--- config.mk ---
export PLATFORM = sky130hd
export DESIGN_NAME = reg_dump_streamer
export DESIGN_NICKNAME = d
export VERILOG_FILES = /design/src/rtl/reg_dump_streamer_pkg.sv /design/src/rtl/reg_dump_streamer_byte_shifter.sv /design/src/rtl/reg_dump_streamer.sv
export SDC_FILE = /design/constraint.sdc
export NUM_CORES = 1
export LEC_CHECK = 0
export ABC_AREA = 1
export CAP_MARGIN = 20
export CORE_MARGIN = 2
export CORE_UTILIZATION = 40
export DETAILED_ROUTE_END_ITERATION = 12
export PLACE_DENSITY = 0.62
export REMOVE_ABC_BUFFERS = 1
export SLEW_MARGIN = 20
export SYNTH_ARGS = -nofsm -noshare
export SYNTH_HDL_FRONTEND = slang
export SYNTH_HIERARCHICAL = 1
export SYNTH_SLANG_ARGS = --single-unit
--- constraint.sdc ---
create_clock -name clock -period 2.1 [get_ports clock]
set_clock_uncertainty 0.15 [all_clocks]
set_input_delay 0.315 -clock clock [delete_from_list [all_inputs] [get_ports clock]]
set_output_delay 0.315 -clock clock [all_outputs]
set_load 0.01 [all_outputs]
--- src/rtl/reg_dump_streamer_pkg.sv ---
// Shared definitions for the register dump streamer: FSM encoding, default
// frame marker and the frame-length helper also used by the bench decoder.
package reg_dump_streamer_pkg;

  typedef enum logic [2:0] {
    ST_IDLE   = 3'd0,
    ST_HDR    = 3'd1,
    ST_SAMPLE = 3'd2,
    ST_IDX    = 3'd3,
    ST_DATA   = 3'd4,
    ST_CSUM   = 3'd5
  } state_e;

  localparam logic [7:0] HDR_BYTE_DEFAULT = 8'hA5;

  // Header + (index byte + data bytes) per register + checksum.
  function automatic int frame_len(input int num_regs, input int data_w);
    return 2 + num_regs * (1 + data_w / 8);
  endfunction

  localparam int FRAME_LEN_DEFAULT = frame_len(32, 32);

endpackage

--- src/rtl/reg_dump_streamer_byte_shifter.sv ---
// Holds one sampled register word and presents it MSB byte first; flags the
// final byte of the word so the FSM knows when to move on.
module byte_shifter #(
  parameter int DATA_W = 32
) (
  input  logic              clock,
  input  logic              reset,
  input  logic              load_i,
  input  logic [DATA_W-1:0] data_i,
  input  logic              shift_i,
  output logic [7:0]        byte_o,
  output logic [7:0]        next_byte_o,
  output logic              last_byte_o
);

  localparam int NB    = DATA_W / 8;
  localparam int CNT_W = (NB > 1) ? $clog2(NB) : 1;

  logic [DATA_W-1:0] sh_q, sh_d, shifted_s;
  logic [CNT_W-1:0]  cnt_q, cnt_d;

  assign shifted_s = sh_q << 8;

  // Load has priority over shift; counter tracks bytes already consumed.
  always_comb begin
    sh_d  = sh_q;
    cnt_d = cnt_q;
    if (load_i) begin
      sh_d  = data_i;
      cnt_d = '0;
    end else if (shift_i) begin
      sh_d  = shifted_s;
      cnt_d = cnt_q + CNT_W'(1);
    end else begin
      sh_d  = sh_q;
      cnt_d = cnt_q;
    end
  end

  always_ff @(posedge clock or negedge reset) begin
    if (!reset) begin
      sh_q  <= '0;
      cnt_q <= '0;
    end else begin
      sh_q  <= sh_d;
      cnt_q <= cnt_d;
    end
  end

  assign byte_o      = sh_q[DATA_W-1 -: 8];
  assign next_byte_o = shifted_s[DATA_W-1 -: 8];
  assign last_byte_o = (cnt_q == CNT_W'(NB - 1));

endmodule

--- src/rtl/reg_dump_streamer.sv ---
// Streams the register file as a framed byte sequence (header, index+data per
// register, XOR checksum) over a valid/ready handshake with registered outputs.
module reg_dump_streamer
  import reg_dump_streamer_pkg::*;
#(
  parameter int         NUM_REGS = 32,
  parameter int         DATA_W   = 32,
  parameter logic [7:0] HDR_BYTE = HDR_BYTE_DEFAULT,
  parameter int         IDX_W    = 5
) (
  input  logic              clock,
  input  logic              reset,
  input  logic              start,
  output logic              busy,
  output logic              done,
  output logic [IDX_W-1:0]  ctrl_readReg,
  input  logic [DATA_W-1:0] data_readReg,
  output logic [7:0]        tx_data,
  output logic              tx_valid,
  input  logic              tx_ready
);

  state_e           state_q, state_d;
  logic [IDX_W-1:0] idx_q, idx_d;
  logic [7:0]       csum_q, csum_d;
  logic [7:0]       tx_data_q, tx_data_d;
  logic             tx_valid_q, tx_valid_d;
  logic             busy_q, busy_d;
  logic             done_q, done_d;
  logic             hs_s, load_s, shift_s;
  logic [7:0]       byte_s, next_byte_s;
  logic             last_byte_s;

  assign hs_s = tx_valid_q && tx_ready;

  byte_shifter #(.DATA_W(DATA_W)) u_shifter (
    .clock       (clock),
    .reset       (reset),
    .load_i      (load_s),
    .data_i      (data_readReg),
    .shift_i     (shift_s),
    .byte_o      (byte_s),
    .next_byte_o (next_byte_s),
    .last_byte_o (last_byte_s)
  );

  // Next-state logic; tx_* are computed one cycle ahead so they leave registers.
  always_comb begin
    state_d    = state_q;
    idx_d      = idx_q;
    csum_d     = csum_q;
    tx_data_d  = tx_data_q;
    tx_valid_d = tx_valid_q;
    busy_d     = busy_q;
    done_d     = 1'b0;
    load_s     = 1'b0;
    shift_s    = 1'b0;
    if (hs_s && (state_q != ST_CSUM)) begin
      csum_d = csum_q ^ tx_data_q;
    end else begin
      csum_d = csum_q;
    end
    case (state_q)
      ST_IDLE: begin
        if (start) begin
          state_d    = ST_HDR;
          idx_d      = '0;
          csum_d     = 8'h00;
          tx_data_d  = HDR_BYTE;
          tx_valid_d = 1'b1;
          busy_d     = 1'b1;
        end else begin
          state_d = ST_IDLE;
        end
      end
      ST_HDR: begin
        if (hs_s) begin
          state_d    = ST_SAMPLE;
          tx_valid_d = 1'b0;
        end else begin
          state_d = ST_HDR;
        end
      end
      ST_SAMPLE: begin
        load_s     = 1'b1;
        state_d    = ST_IDX;
        tx_data_d  = 8'(idx_q);
        tx_valid_d = 1'b1;
      end
      ST_IDX: begin
        if (hs_s) begin
          state_d   = ST_DATA;
          tx_data_d = byte_s;
        end else begin
          state_d = ST_IDX;
        end
      end
      ST_DATA: begin
        if (hs_s) begin
          shift_s = 1'b1;
          if (!last_byte_s) begin
            tx_data_d = next_byte_s;
          end else if (idx_q != IDX_W'(NUM_REGS - 1)) begin
            state_d    = ST_SAMPLE;
            idx_d      = idx_q + IDX_W'(1);
            tx_valid_d = 1'b0;
          end else begin
            state_d   = ST_CSUM;
            tx_data_d = csum_d;
          end
        end else begin
          state_d = ST_DATA;
        end
      end
      ST_CSUM: begin
        if (hs_s) begin
          state_d    = ST_IDLE;
          tx_data_d  = 8'h00;
          tx_valid_d = 1'b0;
          busy_d     = 1'b0;
          done_d     = 1'b1;
        end else begin
          state_d = ST_CSUM;
        end
      end
      default: begin
        state_d    = ST_IDLE;
        tx_valid_d = 1'b0;
        busy_d     = 1'b0;
      end
    endcase
  end

  // State and output registers, cleared asynchronously.
  always_ff @(posedge clock or negedge reset) begin
    if (!reset) begin
      state_q    <= ST_IDLE;
      idx_q      <= '0;
      csum_q     <= 8'h00;
      tx_data_q  <= 8'h00;
      tx_valid_q <= 1'b0;
      busy_q     <= 1'b0;
      done_q     <= 1'b0;
    end else begin
      state_q    <= state_d;
      idx_q      <= idx_d;
      csum_q     <= csum_d;
      tx_data_q  <= tx_data_d;
      tx_valid_q <= tx_valid_d;
      busy_q     <= busy_d;
      done_q     <= done_d;
    end
  end

  assign busy         = busy_q;
  assign done         = done_q;
  assign ctrl_readReg = idx_q;
  assign tx_data      = tx_data_q;
  assign tx_valid     = tx_valid_q;

endmodule
==> results of run 1 <==
metrics by stage:
| stage | total power [mW] | util, % | instance area (sq um) |
|---|---|---|---|
| 2_1_floorplan | 3.525 | - | 3234 |
| 3_3_place_gp | 4.267 | 46.37 | 3985 |
| 3_5_place_dp | 4.315 | 46.37 | 3985 |
| 4_1_cts | 5.372 | 48.72 | 4187 |
| 5_1_grt | 5.813 | 48.78 | 4192 |
| 6_report | 5.346 | 48.78 | 4192 |
layout make-up:
type,count,area (sq um),share of cell area [%]
timing repair buffer,63,623.1,14.87
clock inverter,6,63.81,1.522
clock buffer,10,127.6,3.045
tap,108,135.1,3.224
inverter,35,136.4,3.254
sequential,61,1526,36.42
multi-input combinational,331,1579,37.67
where the power goes:
part / internal [mW] / leakage, nW / switching (mW)
combinational: 0.861 / 1.21 / 1.43
sequential: 1.66 / 0.784 / 0.363
clock: 0.546 / 0.0923 / 0.491
repair_timing:
item	in CTS	in global routing
hold buffers	1	0
endpoints found under the hold margin	61	0
endpoints found under the setup margin	0	26
gates resized for setup	0	1
cell families (layout without fill, tap and decap cells):
family / Yosys count / count (layout) / synth area share [%]
and+or+nand+nor: 318 / 318 / 41.60
DFF: 61 / 61 / 43.49
AOI/OAI and AO/OA: 7 / 7 / 1.248
xor gates and xnor gates: 2 / 2 / 0.4992
adders and majority gates: 4 / 4 / 1.426
buffers and inverters: 69 / 114 / 11.73
worst min path at each step:
stage,slack (ns),endpoint
2_1_floorplan,-0.13,busy$_DFFE_PN0P_
3_3_place_gp,0.20,done$_DFF_PN0_
3_5_place_dp,0.21,busy$_DFFE_PN0P_
4_1_cts,0.33,u_shifter/sh_q[3]$_DFFE_PN0P_
5_1_grt,0.35,u_shifter/sh_q[7]$_DFFE_PN0P_
6_report,0.32,u_shifter/sh_q[3]$_DFFE_PN0P_
placed cells by master, fill, tap and decap left out, types with 3 or more instances in the layout:
cell	Yosys	layout
buf_4	17	9
clkbuf_8	0	9
clkdlybuf4s50_1	0	50
dfrtp_1	61	61
ha_1	4	4
inv_1	31	31
inv_2	3	3
nand2_1	171	171
nand2_2	5	5
nand3_1	78	78
nand3_2	8	8
nand4_1	9	9
nor2_1	34	33
nor2_4	5	6
o21ai_0	3	3
flip-flops by register name, indices dropped and copies added (netlist names):
name,cells
tx_valid,1
done,1
tx_data,8
csum_q,8
u_shifter/sh_q,32
state_q,3
u_shifter/cnt_q,2
busy,1
ctrl_readReg,5
tightest hold or removal path, stage by stage (launching register included):
cell and delay (ns):
dfrtp_1 0.35, nand2_1 0.05, nand2_1 0.04
synth_stat cells:
master     count  area (sq um)
nand3_4        1         17.52
nand3_1       78         390.4
buf_4         17         127.6
nor2_4         5         56.30
nand4_1        9         56.30
nor2_1        34         127.6
inv_2          3         11.26
buf_2          7         35.03
inv_1         31         116.4
nand2_1      171         641.9
dfrtp_1       61          1526
and3_1         1         6.260
nand3_2        8         80.08
o2111ai_1      1         8.760
nor2_8         1         20.02
o21ai_0        3         15.01
nand2_2        5         31.28
o211ai_1       1         7.510
nand3b_1       2         15.01
o21a_1         1         7.510
nor2_2         2         12.51
xor2_1         1         8.760
nor3_1         1         5.000
xnor2_1        1         8.760
buf_6         10         112.6
ha_1           4         50.05
a21oi_1        1         5.000
inv_6          1         8.760
per-layer routing:
metal  wire length [microns]  vias to the layer above  GRT usage [%]
li1                        -                     1535              -
met1                    3807                     1391          24.15
met2                    3540                       65          27.32
met3                     313                       14          3.165
met4                     167                        0          7.799
met5                       0                        -              0
==> metrics.csv, run 1 <==
stage,metric,value,unit
sta,hold_viol_final,0,
worst_setup_path,arrival,2.01,ns
final_layout,final_cell_count_no_fill,614,
sta,layout_setup_ws,0.1699,ns
sta,tns,0,ns
worst_setup_path,worst_path_max_delay_cell,dfrtp_1,
sta,hold_slack,0.3226,ns
logic_synthesis,synthCells,461,
worst_setup_path,r2r_setup_slack,0.17,ns
die,die_w,97.67,microns
sta,post-route-period-util,91.91,%
placement,place_ws,0.07639,ns
worst_setup_path,worst_setup_path_start_kind,flip-flop,
final_layout,fillers,899,
worst_setup_path,crit_path_start,state_q[0]$_DFFE_PN0P_,
routing,drtPass1Iterations,4,
hold_path,holdPathStages,2,
die,row_count,34,
clock_tree,clk_pin_slew,0.07,ns
logic_synthesis,avgSynthCellArea,7.613,sq um
worst_setup_path,reg2reg_from,state_q[0]$_DFFE_PN0P_,
logic_synthesis,synth_cell_types,28,
die,fp.dieH,97.67,microns
sta,rsz0062_at_grt,no,
clock_tree,cts_buffers,9,
sta,max-slew-margin-rel,59.66,%
power,ir_drop,0.5054,mV
die,ios,52,
final_layout,nNetsFinal,541,
routing,routed_wl,7.830,mm
routing,wl_per_cell,12.75,microns
hold_path,hold_class,flip-flop to flip-flop,
worst_setup_path,slowest_delay,0.73,ns
global_routing,grt_max_degree,62,
hold_path,hold_start,u_shifter/sh_q[3]$_DFFE_PN0P_,
worst_setup_path,crit_buf_inv,1,
routing,vias,3005,
die,core,8593,sq um
worst_setup_path,path_delay_family,simple AND/OR/NAND/NOR gates,
power,leakagePower,2.087,nW
sta,fmax,518.1,MHz
logic_synthesis,ys_warn_count,6,
routing,viasPerCell,4.894,
sta,min_period,1.930,ns
logic_synthesis,synth_area,3510,sq um
global_routing,track_usage,17.62,%
clock_tree,clkSinkCount,61,
job,max_cap_viol_count,0,
run_status,outcome,"complete, no violations",
sta,worstMarginPinSlew,0.6051,ns
logic_synthesis,yosysSeqAreaShare,43.49,%
routing,drtIter0Drc,123,
global_routing,grt_pass1_wl,13.62,mm
clock_tree,clk_latency,0.34,ns
placement,gp_congestion,0.8818,
worst_setup_path,required,2.18,ns
clock_tree,cts_setup_buffers,0,
final_layout,areaGrowthSynthToFinish,19.43,%
sta,final_max_slew_viol_count,0,
global_routing,antenna_found_initial,0,
sta,setup_viol_count_final,0,
clock_tree,cts_tree,built,
global_routing,grt_pass1_vias,2904,
worst_setup_path,cp-end-kind,flip-flop,
placement,io_buffers,51,
clock_tree,htree_levels,3,
worst_setup_path,r2r_end,ctrl_readReg[1]$_DFFE_PN0P_,
power,p_per_area,1275,nW/um^2
placement,place_hpwl,5.359,mm
worst_setup_path,rr_worst_depth,9,
global_routing,grt_overflow,0,
final_layout,drive_gt1_share,10.67,%
routing,drc,0,
worst_setup_path,crit_cells,9,
placement,place_inst,597,
die,start_util,40.84,%
routing,ant_nets,0,
die,die-area,9539,sq um
worst_setup_path,crit_end,ctrl_readReg[1]$_DFFE_PN0P_,
clock_tree,root_buffer,clkbuf_8,
worst_setup_path,crit_chain,inv_1 > nand2_2 > nor2_4 > nand2_1 > nand2_2 > nor2_4 > nand2_2 > nand2_1 > nand2_1,
clock_tree,ctsLongestPathBuffers,2,
final_layout,antenna_cells,0,
logic_synthesis,synth_seq_cells,61,
worst_setup_path,worstSetupPathType,flip-flop to flip-flop,
worst_setup_path,cp_max_fo,12,
Power figures use the tool's default switching activity.
==> run 2: changes to the inputs <==
- CORE_MARGIN: 2 -> unset
- CTS_CLUSTER_DIAMETER: unset -> 30
==> run 2 against run 1 <==
  * Worst setup slack improved by 0.027 ns
  * Combinational power hardly changed
  * Largest power group unchanged
  * Final cell count fell by 0.49%
==> metrics.csv, run 2 (synthesized netlist as in run 1, its figures left out) <==
stage,metric,value,unit,change
worst_setup_path,worstSetupPathType,flip-flop to flip-flop,,
routing,routed_wl,7.768,mm,-0.79%
global_routing,grt_pass1_vias,2799,,-3.6%
placement,gp_congestion,0.8548,,-3.1%
final_layout,drive_gt1_share,10.87,%,+0.20 points
placement,place_hpwl,5.517,mm,+3.0%
routing,drtPass1Iterations,5,,+1
worst_setup_path,path_delay_family,flip-flops,,
die,fp.dieH,95.67,microns,-2.0%
final_layout,layout_commonest_cell,nand2_1,,
worst_setup_path,required,2.20,ns,+0.02 ns
hold_path,hold_class,input port to asynchronous set/reset pin,,
clock_tree,clk_latency,0.34,ns,about the same
global_routing,track_usage,18.99,%,+1.4 points
die,ios,52,,unchanged
global_routing,grt_overflow,0,,unchanged
global_routing,grt_pass1_wl,13.14,mm,-3.5%
worst_setup_path,crit_buf_inv,2,,+1
final_layout,areaGrowthSynthToFinish,20.50,%,
job,max_cap_viol_count,0,,unchanged
routing,drtIter0Drc,159,,+29%
clock_tree,root_buffer,clkbuf_8,,
worst_setup_path,crit_chain,nor2_2 > buf_4 > inv_2 > nand2_1 > o21ai_0,,
final_layout,nNetsFinal,541,,unchanged
global_routing,met2_usage,30.54,%,+3.2 points
sta,post-route-period-util,90.63,%,-1.3 points
clock_tree,clk_pin_slew,0.07,ns,about the same
worst_setup_path,arrival,2.01,ns,about the same
worst_setup_path,cp-end-kind,flip-flop,,
power,p_per_area,1314,nW/um^2,+3.0%
worst_setup_path,worst_path_max_delay_cell,dfrtp_1,,
clock_tree,cts_buffers,9,,unchanged
final_layout,fillers,838,,-6.8%
global_routing,grt_max_degree,44,,-29%
routing,ant_nets,0,,unchanged
sta,setup_viol_count_final,0,,unchanged
sta,hold_slack,0.2979,ns,-0.02468 ns
worst_setup_path,worst_setup_path_start_kind,flip-flop,,
final_layout,largest_reg_flops,32,,unchanged
die,row_count,33,,-2.9%
final_layout,layout_common_cells,"nand2_1, nand3_1, dfrtp_1, clkdlybuf4s50_1, nor2_1",,
final_layout,largest-register,u_shifter/sh_q,,
global_routing,antenna_found_initial,0,,unchanged
die,start_util,42.08,%,+1.2 points
clock_tree,htree_levels,3,,unchanged
power,leakagePower,2.117,nW,+1.4%
routing,vias,2992,,-0.43%
die,core,8341,sq um,-2.9%
global_routing,grt_util_met3,3.589,%,+0.42 points
clock_tree,clkSinkCount,61,,unchanged
global_routing,busiest_layer,met2,,
sta,hold_viol_final,0,,unchanged
clock_tree,ctsLongestPathBuffers,2,,unchanged
worst_setup_path,cp_max_fo,26,,+14
placement,place_inst,594,,-0.50%
placement,io_buffers,51,,unchanged
final_layout,antenna_cells,0,,unchanged
sta,fmax,525.4,MHz,+1.4%
power,ir_drop,0.4051,mV,-20%
final_layout,final_cell_count_no_fill,611,,-0.49%
clock_tree,cts_tree,built,,
sta,final_max_slew_viol_count,0,,unchanged
sta,rsz0062_at_grt,no,,
die,die_w,95.67,microns,-2.0%
sta,max-slew-margin-rel,63.59,%,+3.9 points
worst_setup_path,slowest_delay,0.69,ns,-0.04 ns
die,die-area,9153,sq um,-4.1%
routing,wl_per_cell,12.71,microns,-0.30%
sta,worstMarginPinSlew,0.5462,ns,-0.05888 ns
routing,drc,0,,unchanged
routing,viasPerCell,4.897,,about the same
global_routing,met1_usage,25.39,%,+1.2 points
clock_tree,cts_setup_buffers,0,,unchanged
sta,min_period,1.903,ns,-0.02687 ns
run_status,outcome,"complete, no violations",,
[run 2: cell count changes in the layout (fill, tap and decap cells not counted)]
cell        previous run  this run
clkbuf_1               1         0
clkinv_2               2         3
bufinv_16              1         3
clkinvlp_4             2         0
nor2_2                 2         3
nor2_4                 6         5
[run 2: cell type report]
| class | instances | area, sq um | share of cell area, % |
|---|---|---|---|
| multi-input combinational | 331 | 1574 | 37.22 |
| clock buffer | 9 | 123.9 | 2.929 |
| tap | 105 | 131.4 | 3.107 |
| sequential | 61 | 1526 | 36.09 |
| timing repair buffer | 63 | 623.1 | 14.73 |
| inverter | 35 | 136.4 | 3.225 |
| clock inverter | 7 | 113.9 | 2.692 |
[run 2: path summary, 6_finish.rpt]
| path | start | endpoint | slack [ns] | cells past startpoint |
|---|---|---|---|---|
| min reg2reg | u_shifter/sh_q[2]$_DFFE_PN0P_ | u_shifter/sh_q[2]$_DFFE_PN0P_ | 0.32 | 2 |
| min in group clock | u_shifter/sh_q[2]$_DFFE_PN0P_ | u_shifter/sh_q[2]$_DFFE_PN0P_ | 0.32 | 2 |
| min | reset | done$_DFF_PN0_ | 0.30 | 2 |
| max | state_q[0]$_DFFE_PN0P_ | u_shifter/cnt_q[0]$_DFFE_PN0P_ | 0.20 | 5 |
| max in group asynchronous | reset | u_shifter/sh_q[15]$_DFFE_PN0P_ | 0.91 | 3 |
| max reg2reg | state_q[0]$_DFFE_PN0P_ | u_shifter/cnt_q[0]$_DFFE_PN0P_ | 0.20 | 5 |
[run 2: what timing repair did]
action | CTS | global route
hold endpoints to repair | 18 | 0
resized for setup | 0 | 0
hold buffers | 1 | 0
[run 2: worst reg2reg max path: stages, from the launching register on]
cell and delay [ns]:
dfrtp_1 0.69, nor2_2 0.11, buf_4 0.23, inv_2 0.37
nand2_1 0.09, o21ai_0 0.18
[run 2: metal layers]
metal	vias to the layer above	wire length (microns)
met5	-	0
met4	0	85
met3	9	362
met2	89	3651
met1	1357	3668
li1	1537	-
[run 2: where the power goes]
group | total (mW) | internal [mW] | leakage, nW | switching (mW)
clock network | 1.27 | 0.784 | 0.123 | 0.489
registers | 2.01 | 1.66 | 0.784 | 0.357
logic | 2.27 | 0.860 | 1.21 | 1.41
[run 2: through the flow]
step	area [sq um]	power, mW	setup TNS [ns]	utilization, %	setup WS (ns)
2_1_floorplan	3234	3.525	-14.81	-	-0.4281
3_3_place_gp	3981	4.257	0	47.73	0.1678
3_5_place_dp	3981	4.327	0	47.73	0.1014
4_1_cts	4229	5.619	0	50.71	0.1933
5_1_grt	4229	6.006	0	50.71	0.01885
6_report	4229	5.557	0	50.71	0.1967
==> run 3: changes to the inputs <==
==> constraint.sdc (replaced) <==
create_clock -name clock -period 2.1 [get_ports clock]
set_clock_uncertainty 0.15 [all_clocks]
set_input_delay 0.42 -clock clock [delete_from_list [all_inputs] [get_ports clock]]
set_output_delay 0.42 -clock clock [all_outputs]
set_load 0.01 [all_outputs]
==> run 3 against run 2 <==
  * Sequential cell count unchanged
  * Power decreased by 3.1%
  * Fmax decreased by 2.4%
  * Core utilization decreased by 0.24 points
  * Routed wire length increased by 2.1%
  * Final cell count increased by 0.49%
  * First-iteration DRC count decreased by 11%
  * Hold slack improved by 0.028 ns
  * Combinational power increased by 4%
  * Non-clock buffer count increased by 3
  * Count of clock-buffer cells in the layout unchanged
  * Critical path depth decreased by 4
  * Largest cell class unchanged
  * Highest routed layer unchanged
==> metrics.csv, run 3 (synthesized netlist as in run 1, its figures left out) <==
stage,metric,value,unit,change
final_layout,fillers,844,,+0.72%
final_layout,largest-register,u_shifter/sh_q,,
worst_setup_path,path_delay_family,buffers and inverters,,
worst_setup_path,cp-end-kind,primary output,,
placement,io_buffers,51,,unchanged
sta,max-slew-margin-rel,68.42,%,+4.8 points
die,row_count,33,,unchanged
routing,drtIter0Drc,141,,-11%
final_layout,layout_commonest_cell,nand2_1,,
power,p_per_area,1279,nW/um^2,-2.7%
clock_tree,clk_latency,0.34,ns,about the same
worst_setup_path,worstSetupPathType,flip-flop to primary output,,
global_routing,busiest_layer,met2,,
worst_setup_path,crit_chain,clkdlybuf4s50_1,,
final_layout,nNetsFinal,544,,+0.55%
global_routing,grt_max_degree,62,,+41%
final_layout,antenna_cells,0,,unchanged
hold_path,hold_class,flip-flop to flip-flop,,
power,p_switching,2.291,mW,+1.6%
die,ios,52,,unchanged
final_layout,drive_gt1_share,11.39,%,+0.53 points
run_status,outcome,"complete, no violations",,
sta,final_max_slew_viol_count,0,,unchanged
global_routing,track_usage,18.98,%,about the same
worst_setup_path,slowest_delay,0.58,ns,-0.11 ns
final_layout,utilization,50.47,%,-0.24 points
die,die-area,9153,sq um,unchanged
die,core,8341,sq um,unchanged
placement,place_hpwl,5.390,mm,-2.3%
power,swShare,42.55,%,+2.0 points
clock_tree,cts_buffers,9,,unchanged
global_routing,met2_usage,29.11,%,-1.4 points
power,combPwrFrac,43.7,%,+2.9 points
worst_setup_path,crit_buf_inv,1,,-1
sta,tns,0,ns,unchanged
sta,hold_slack,0.3255,ns,+0.02766 ns
sta,post-route-period-util,92.83,%,+2.2 points
placement,gp_congestion,0.9104,,+6.5%
worst_setup_path,required,1.53,ns,-0.67 ns
sta,rsz0062_at_grt,no,,
final_layout,layout_common_cells,"nand2_1, nand3_1, dfrtp_1, clkdlybuf4s50_1, nor2_1",,
sta,layout_setup_ws,0.1506,ns,-0.04611 ns
routing,drc,0,,unchanged
clock_tree,clk_pin_slew,0.07,ns,about the same
routing,drtPass1Iterations,4,,-1
placement,place_ws,0.02068,ns,-0.08075 ns
sta,min_period,1.949,ns,+0.04611 ns
clock_tree,cts_setup_buffers,0,,unchanged
die,start_util,42.08,%,unchanged
global_routing,grt_util_met3,3.828,%,+0.24 points
clock_tree,htree_levels,3,,unchanged
sta,hold_viol_final,0,,unchanged
placement,place_inst,597,,+0.51%
die,die_w,95.67,microns,unchanged
power,internal_power,3.093,mW,-6.3%
global_routing,antenna_found_initial,0,,unchanged
clock_tree,cts_tree,built,,
power,seqPwrFrac,37.3,%,+1.0 points
routing,vias,3034,,+1.4%
power,ir_drop,0.4438,mV,+9.5%
sta,worstMarginPinSlew,0.4736,ns,-0.07254 ns
routing,viasPerCell,4.941,,+0.91%
clock_tree,clkSinkCount,61,,unchanged
job,max_cap_viol_count,0,,unchanged
global_routing,met1_usage,25.84,%,+0.45 points
worst_setup_path,worst_path_max_delay_cell,clkdlybuf4s50_1,,
worst_setup_path,worst_setup_path_start_kind,flip-flop,,
power,leakagePower,2.107,nW,-0.47%
global_routing,grt_overflow,0,,unchanged
global_routing,grt_pass1_vias,2876,,+2.8%
clock_tree,ctsLongestPathBuffers,2,,unchanged
routing,routed_wl,7.934,mm,+2.1%
global_routing,grt_pass1_wl,13.35,mm,+1.6%
clock_tree,root_buffer,clkbuf_8,,
sta,fmax,513.0,MHz,-2.4%
final_layout,final_cell_count_no_fill,614,,+0.49%
final_layout,largest_reg_flops,32,,unchanged
final_layout,areaGrowthSynthToFinish,19.93,%,
sta,setup_viol_count_final,0,,unchanged
worst_setup_path,cp_max_fo,5,,-81%
worst_setup_path,arrival,1.38,ns,-0.63 ns
die,fp.dieH,95.67,microns,unchanged
routing,ant_nets,0,,unchanged
routing,wl_per_cell,12.92,microns,+1.6%
power,power_frac_clock,19.1,%,-3.8 points
-- run 3: timing repair --
item | in CTS | in global routing
setup endpoints to repair | 0 | 10
hold buffers | 1 | 0
gates resized for setup | 0 | 1
hold endpoints to repair | 61 | 0
-- run 3: power by group through the flow --
stage | logic (mW) | clock network, mW | registers, mW
after CTS | 2.35 | 1.05 | 2.00
after global routing | 2.67 | 1.11 | 2.06
after floorplan | 1.50 | 0 | 2.03
after global placement | 2.29 | 0 | 2.01
final | 2.35 | 1.03 | 2.01
after detailed placement | 2.33 | 0 | 2.02
-- run 3: final cells by class --
type                    instances  area (sq um)  area share (%)
multi-input cells             331          1579           37.51
clock buffers                   9         123.9           2.943
well taps                     105         131.4           3.121
inverters                      35         136.4           3.240
clock inverters                 7         66.31           1.576
repair buffers                 66         645.6           15.34
flip-flops and latches         61          1526           36.27
-- run 3: path summary, 6_finish.rpt --
path / start / end / slack [ns] / cells after the start
worst max-delay path: ctrl_readReg[4]$_DFFE_PN0P_ / ctrl_readReg[4] / 0.15 / 1
worst min-delay path: u_shifter/sh_q[5]$_DFFE_PN0P_ / u_shifter/sh_q[5]$_DFFE_PN0P_ / 0.33 / 2
worst max register to register: ctrl_readReg[0]$_DFFE_PN0P_ / tx_data[5]$_DFFE_PN0P_ / 0.24 / 9
worst min register to register: u_shifter/sh_q[5]$_DFFE_PN0P_ / u_shifter/sh_q[5]$_DFFE_PN0P_ / 0.33 / 2
max in group asynchronous: reset / u_shifter/sh_q[24]$_DFFE_PN0P_ / 1.04 / 3
min in group asynchronous: reset / done$_DFF_PN0_ / 0.46 / 3
-- run 3: routing by layer --
metal  share of wire [%]  routed length (microns)  vias up
met5                   0                        0        -
met4                 1.6                      128        0
met3                 4.4                      353       15
met2                  46                     3682       77
met1                  48                     3770     1406
li1                    -                        -     1536
-- run 3: stage by stage --
| stage | total power [mW] | instance area [sq um] |
|---|---|---|
| global placement | 4.293 | 4004 |
| global route | 5.842 | 4209 |
| detailed placement | 4.353 | 4004 |
| floorplan | 3.525 | 3234 |
| CTS | 5.404 | 4204 |
| finish | 5.384 | 4209 |
